[src/rtl/mem_arbiter_pkg.sv]
// Shared constants for the two-port memory arbiter.
package mem_arbiter_pkg;

  localparam int unsigned NUM_REQ   = 2;
  localparam int unsigned REQ_FETCH = 0;
  localparam int unsigned REQ_LSU   = 1;
  localparam int unsigned BE_WIDTH  = 4;

endpackage

[src/rtl/mem_arbiter.sv]
// Round-robin arbiter sharing one single-port RAM between fetch and load/store.
// Grant and RAM command are combinational; the response is returned one cycle later.
module mem_arbiter
  import mem_arbiter_pkg::*;
#(
  parameter int unsigned DATA_WIDTH = 32,
  parameter int unsigned ADDR_WIDTH = 32
) (
  input  logic                                 clk_i,
  input  logic                                 rst_i,
  input  logic [NUM_REQ-1:0]                   req_valid_i,
  output logic [NUM_REQ-1:0]                   req_ready_o,
  input  logic [NUM_REQ-1:0]                   req_we_i,
  input  logic [NUM_REQ-1:0][BE_WIDTH-1:0]     req_be_i,
  input  logic [NUM_REQ-1:0][ADDR_WIDTH-1:0]   req_addr_i,
  input  logic [NUM_REQ-1:0][DATA_WIDTH-1:0]   req_wdata_i,
  output logic [NUM_REQ-1:0]                   rsp_valid_o,
  output logic [DATA_WIDTH-1:0]                rsp_rdata_o,
  output logic                                 ram_en_o,
  output logic [BE_WIDTH-1:0]                  ram_we_o,
  output logic [ADDR_WIDTH-1:0]                ram_addr_o,
  output logic [DATA_WIDTH-1:0]                ram_wdata_o,
  input  logic [DATA_WIDTH-1:0]                ram_rdata_i
);

  logic gnt_any;
  logic gnt_idx;
  logic last_q;       // most recently granted requester
  logic rsp_valid_q;
  logic rsp_id_q;
  logic rsp_we_q;

  // Round-robin grant: sole requester wins, ties go to the one not granted last.
  always_comb begin
    gnt_any = 1'b0;
    gnt_idx = 1'(REQ_FETCH);
    if (!rst_i) begin
      case (req_valid_i)
        2'b01: begin
          gnt_any = 1'b1;
          gnt_idx = 1'(REQ_FETCH);
        end
        2'b10: begin
          gnt_any = 1'b1;
          gnt_idx = 1'(REQ_LSU);
        end
        2'b11: begin
          gnt_any = 1'b1;
          gnt_idx = ~last_q;
        end
        default: begin
          gnt_any = 1'b0;
          gnt_idx = 1'(REQ_FETCH);
        end
      endcase
    end
  end

  // Steer the granted request onto the RAM port; byte offset bits are dropped.
  always_comb begin
    req_ready_o = '0;
    ram_en_o    = 1'b0;
    ram_we_o    = '0;
    ram_addr_o  = '0;
    ram_wdata_o = '0;
    if (gnt_any) begin
      req_ready_o[gnt_idx] = 1'b1;
      ram_en_o             = 1'b1;
      ram_addr_o           = {2'b00, req_addr_i[gnt_idx][ADDR_WIDTH-1:2]};
      ram_wdata_o          = req_wdata_i[gnt_idx];
      if (req_we_i[gnt_idx]) begin
        ram_we_o = req_be_i[gnt_idx];
      end
    end
  end

  // In-flight response tracking and round-robin pointer.
  always_ff @(posedge clk_i or posedge rst_i) begin
    if (rst_i) begin
      rsp_valid_q <= 1'b0;
      rsp_id_q    <= 1'b0;
      rsp_we_q    <= 1'b0;
      last_q      <= 1'(REQ_LSU);
    end else begin
      rsp_valid_q <= gnt_any;
      rsp_id_q    <= gnt_idx;
      rsp_we_q    <= gnt_any & req_we_i[gnt_idx];
      if (gnt_any) begin
        last_q <= gnt_idx;
      end
    end
  end

  // Response strobe to the owning requester; read data only for read responses.
  always_comb begin
    rsp_valid_o = '0;
    rsp_rdata_o = '0;
    if (rsp_valid_q) begin
      rsp_valid_o[rsp_id_q] = 1'b1;
      if (!rsp_we_q) begin
        rsp_rdata_o = ram_rdata_i;
      end
    end
  end

endmodule

[config.mk]
export PLATFORM = sky130hd
export DESIGN_NAME = mem_arbiter
export DESIGN_NICKNAME = d
export VERILOG_FILES = /design/src/rtl/mem_arbiter_pkg.sv /design/src/rtl/mem_arbiter.sv
export SDC_FILE = /design/constraint.sdc
export NUM_CORES = 1
export LEC_CHECK = 0
export CAP_MARGIN = 30
export CORE_AREA = 5 5 106 108
export DETAILED_ROUTE_END_ITERATION = 7
export DIE_AREA = 0 0 111 113
export PLACE_DENSITY = 0.74
export SETUP_SLACK_MARGIN = 0.05
export SYNTH_ARGS = -nofsm -noshare
export SYNTH_HDL_FRONTEND = slang
export SYNTH_SLANG_ARGS = --single-unit
[constraint.sdc]
create_clock -name clk_i -period 1.8 [get_ports clk_i]
set_input_delay 0.27 -clock clk_i [delete_from_list [all_inputs] [get_ports clk_i]]
set_output_delay 0.27 -clock clk_i [all_outputs]
set_load 0.02 [all_outputs]
Word level (Yosys, flattened, before mapping)
Index checks and enable logic that the tools add are counted.

Logic and storage cells: 41. Bits in registers: 4. Output and inout port bits: 105.

Magnitude comparators: 4. Bitwise logic cells: 2. Equal/unequal tests: 3. Reductions and logical operators: 3. Multiplexer cells: 25.

Operators with widths (count): 32-bit 2-to-1 mux (7); 30-bit 2-to-1 mux (1); 4-bit 2-to-1 mux (4); 1-bit 2-to-1 mux (8); 2-bit equality test (second input constant) (2); 1-bit by 2-bit < comparator with 1-bit output (second input constant) (2); 2-bit 2-to-1 mux (2); 3-bit OR reduction (1); 1-bit demux with 1-bit select (2); 2-bit by 1-bit equality test with 1-bit output (second input constant) (1); 1-bit >= comparator (second input constant) (2); 1-bit logical AND (2); 1-bit case mux with 2 select lines (1); 1-bit bitwise AND (1); 1-bit NOT (1).

Depth between registers and ports, before layout
Depth after elaboration: 8. Depth in mapped cells: 6. Depth with buffers taken out: 3.

Worst setup path before layout
OpenSTA, ideal clock, no wires.

Path kind: reg2out. Start point: register last_q. End point: output ram_we_o[0]. Cell stages (with the launch flop): 5. Data required time: 1.530 ns. Arrival time: 1.476 ns. Slack: 0.054 ns. Cells stage by stage: dfstp_2 > a21bo_2 > buf_4 > o21ai_1 > a211oi_1.

Word-level cells in the longest chain between the ends: 7. Elaborated cells on any way between the ends: 9. Classes of those cells: mux: 8; bitwise: 1.

Ends and longest elaborated chain: from (decl) (line mem_arbiter.sv:28) `logic last_q;`; from (signal assigned) (line mem_arbiter.sv:83) `last_q <= 1'(REQ_LSU);`; from (signal assigned) (line mem_arbiter.sv:89) `last_q <= gnt_idx;`; 1-bit NOT (*) (line mem_arbiter.sv:49) `gnt_idx = ~last_q;`; 1-bit case mux with 2 select lines (*) (line mem_arbiter.sv:38) `case (req_valid_i)`; 1-bit 2-to-1 mux (*) (line mem_arbiter.sv:37) `if (!rst_i) begin`; 4-bit 2-to-1 mux (not written as such) / 1-bit 2-to-1 mux (equally long branches) (2 in a row) (line mem_arbiter.sv:72, mem_arbiter.sv:71); 4-bit 2-to-1 mux (*) (line mem_arbiter.sv:71) `if (req_we_i[gnt_idx]) begin`; 4-bit 2-to-1 mux (*) (line mem_arbiter.sv:66) `if (gnt_any) begin`; to (decl) (line mem_arbiter.sv:20) `output logic [BE_WIDTH-1:0] ram_we_o,`.

Every way passes the cells marked *; elsewhere a longest branch is shown, timed or not. The select of a mux whose other input is x is not followed.

Final worst setup path
Start point: register last_q. End point: output ram_wdata_o[21].

Word-level cells in the longest chain between the ends: 6.

Ends and longest elaborated chain: 1-bit NOT (line mem_arbiter.sv:49); 1-bit case mux with 2 select lines (line mem_arbiter.sv:38); 1-bit 2-to-1 mux (line mem_arbiter.sv:37); 32-bit 2-to-1 mux (not written as such) (2 in a row) (line mem_arbiter.sv:70) `ram_wdata_o = req_wdata_i[gnt_idx];`; 32-bit 2-to-1 mux (line mem_arbiter.sv:66); to (decl) (line mem_arbiter.sv:22) `output logic [DATA_WIDTH-1:0] ram_wdata_o,`.

Every way passes these cells. The select of a mux whose other input is x is not followed.

==> impl_metrics.tcl <==
set metrics [dict create \
    outcome "finished with violations" \
    failed_checks "setup timing" \
    portBuffers 272 \
    r2r_slack_ps 510 \
    cp_max_fo 8 \
    switching_share_pct 41.6 \
    route.antenna.remaining_nets 0 \
    grt_max_degree 35 \
    comb_power_share_pct 83.0 \
    reg2reg_from "last_q" \
    fmax_mhz 517 \
    seq_power_share_pct 5.8 \
    syn2layout_area_growth_pct 223 \
    place.gp.congestion 0.856 \
    cts_tree "done" \
    leakage_nw 2.03 \
    rsz0062_at_grt "true" \
    antenna_found_initial 0 \
    dieHeight_um 113 \
    fill_cells 956 \
    cts_buffers 3 \
    core_area_sq_um 10100 \
    arrival_ps 1660 \
    p_switching_w 0.000759 \
    initial_core_util_pct 15.8 \
    clkPwrFrac_pct 11.2 \
    regArea_sq_um 101 \
    yosys-top-cells-area "nand3_1 (21%), a21oi_1 (19%), o21ai_0 (13%)" \
    grt_pass1_vias 3573 \
    vdd_ir_drop_max_mv 0.179 \
    layoutNonFillerInstCount 710 \
    p_int_w 0.00107 \
    total_power_w 0.00183 \
    hp-class "primary input to asynchronous set/reset pin" \
    overflow 0 \
    fin_crit_sh_pct 107 \
    cts_buffer_depth 2 \
    final_common_cell "clkdlybuf4s50_1" \
    grt_pass1_wl_um 19200 \
    drc 0 \
    cts_root_buf "clkbuf_8" \
    synth_seq_cells 4 \
    hold_violations 0 \
    dp_hpwl_um 9510 \
    endpoint_kind "output pin" \
    yosysWarnings 0 \
    critPathLaunchType "flop" \
    ys_types 22 \
    num_io_pins 279 \
    syn_avg_cell_area_sq_um 5.52 \
    clkTransAtPathRegs_ps 30 \
    finalCriticalPeriod_ps 1930 \
    drt-initial-drc-count 199 \
    drive_gt1_share_pct 43.0 \
    clk_latency_ps 220 \
    fp.dieArea_sq_um 12500 \
    cts_hold_buf 0 \
    synth-seq-area-share_pct 6.31 \
    dr.pass1.iters 4 \
    synth_top_area_share_pct 20.6 \
    p_per_area_nw_per_um2 352 \
    place_ws_ps -784 \
    wire_per_inst_um 18.6 \
    rows 37 \
    cts_num_sinks 4 \
    syn_inst 291 \
    fin_ws_ps -133 \
    num_antenna_cells 0 \
    multiInputGateArea_sq_um 1730 \
    dpl.cell_count 692 \
    placed_area_sq_um 4690 \
    drv_cap 0 \
    synth_top_area_cell "nand3_1" \
    final_area_sq_um 5190 \
    ctsHtreeMaxLevel 1 \
    slew_viol_final 0 \
    layout.nets 749 \
    reg2reg_to "last_q" \
    path_class "flop to output pin" \
    grt_usage_pct 18.6 \
    setup_viol 65 \
    r2r_cells 5 \
    cp.required_ps 1530 \
    dr_total_vias 3429 \
    skew_ps 1.91 \
    most-common-layout-cells "clkdlybuf4s50_1 (168), buf_4 (58), a21oi_2 (54)" \
    chipWidth_um 111 \
    synthesis.area_sq_um 1610 \
    postRouteWirelength_um 13200 \
    viasPerCell 4.83 \
]
-- worst max-delay path, cell delays in order, from the launching register on --
cell and delay, ps:
dfstp_2 380, buf_6 120, a21boi_4 180, buf_8 180, buf_12 140, nand3_2 90, a21oi_2 200, buf_4 160
-- kinds of logic (layout without fill, tap and decap cells) --
logic type	count (synthesis)	count (layout)	synth area share [%]
compound gates	137	137	44.4
buf+inv	43	325	13.5
other cells	1	2	0.234
flops	4	4	6.31
simple gates	106	106	35.5
-- repair_timing --
action,4_1_cts,5_1_grt
buffers inserted,10,1
setup endpoints to repair,101,100
gates resized for setup,449,141
pin swaps,23,28
gates cloned,5,2
-- through the flow --
stage,util (%),hold WS [ps],TNS [ps]
floorplan,-,349,0
global placement,46.3,428,-43380
detailed placement,46.3,435,-45590
CTS,49.7,200,-8110
global route,51.2,210,-9860
finish,51.2,199,-5160
-- worst max-delay path by stage --
stage,from,to,slack [ps],cells past startpoint
after floorplan,last_q,ram_we_o[0],50,4
final,last_q,ram_wdata_o[21],-130,7
after detailed placement,req_valid_i[1],ram_wdata_o[16],-780,7
after global routing,last_q,ram_wdata_o[13],-200,7
after CTS,last_q,ram_addr_o[24],-210,8
after global placement,req_valid_i[1],ram_wdata_o[16],-730,7
-- power by group through the flow --
| stage | combinational [W] | sequential, W | clock [W] |
|---|---|---|---|
| final | 0.00152 | 0.000106 | 0.000204 |
| after global routing | 0.00161 | 0.000108 | 0.000219 |
| after CTS | 0.00146 | 0.000106 | 0.000210 |
| after detailed placement | 0.00132 | 0.000106 | 0 |
| after global placement | 0.00131 | 0.000106 | 0 |
| after floorplan | 0.000514 | 0.000105 | 0 |
-- flip-flops by register name, indices dropped and copies added (netlist names) --
name and cells:
last_q 1, rsp_id_q 1, rsp_valid_q 1, rsp_we_q 1
-- routing by layer --
| layer | GRT usage [%] | routed length, um |
|---|---|---|
| met5 | 0 | 0 |
| met4 | 5.17 | 440 |
| met3 | 5.08 | 1040 |
| met2 | 35.8 | 6890 |
| met1 | 19.8 | 4840 |
-- cell type report --
class,instances,share of cell area (%)
sequential,4,1.95
clock buffer,4,0.867
timing repair buffer,319,60.5
tap,136,3.28
multi-input combinational,245,33.3
inverter,2,0.145
-- Yosys cell counts --
library cell / n
buf_1: 2
buf_2: 14
o21ai_1: 25
dfrtp_1: 3
dfstp_2: 1
a21o_1: 1
conb_1: 1
a32oi_1: 1
inv_2: 1
nor2b_1: 2
and2_1: 33
nand2b_1: 1
buf_4: 10
a21bo_2: 1
nor2_1: 4
inv_1: 1
a211oi_1: 4
o21ai_0: 42
a21boi_2: 1
clkbuf_1: 15
a21oi_1: 62
nand3_1: 66
Note: power is estimated with default switching activity, not from simulation.
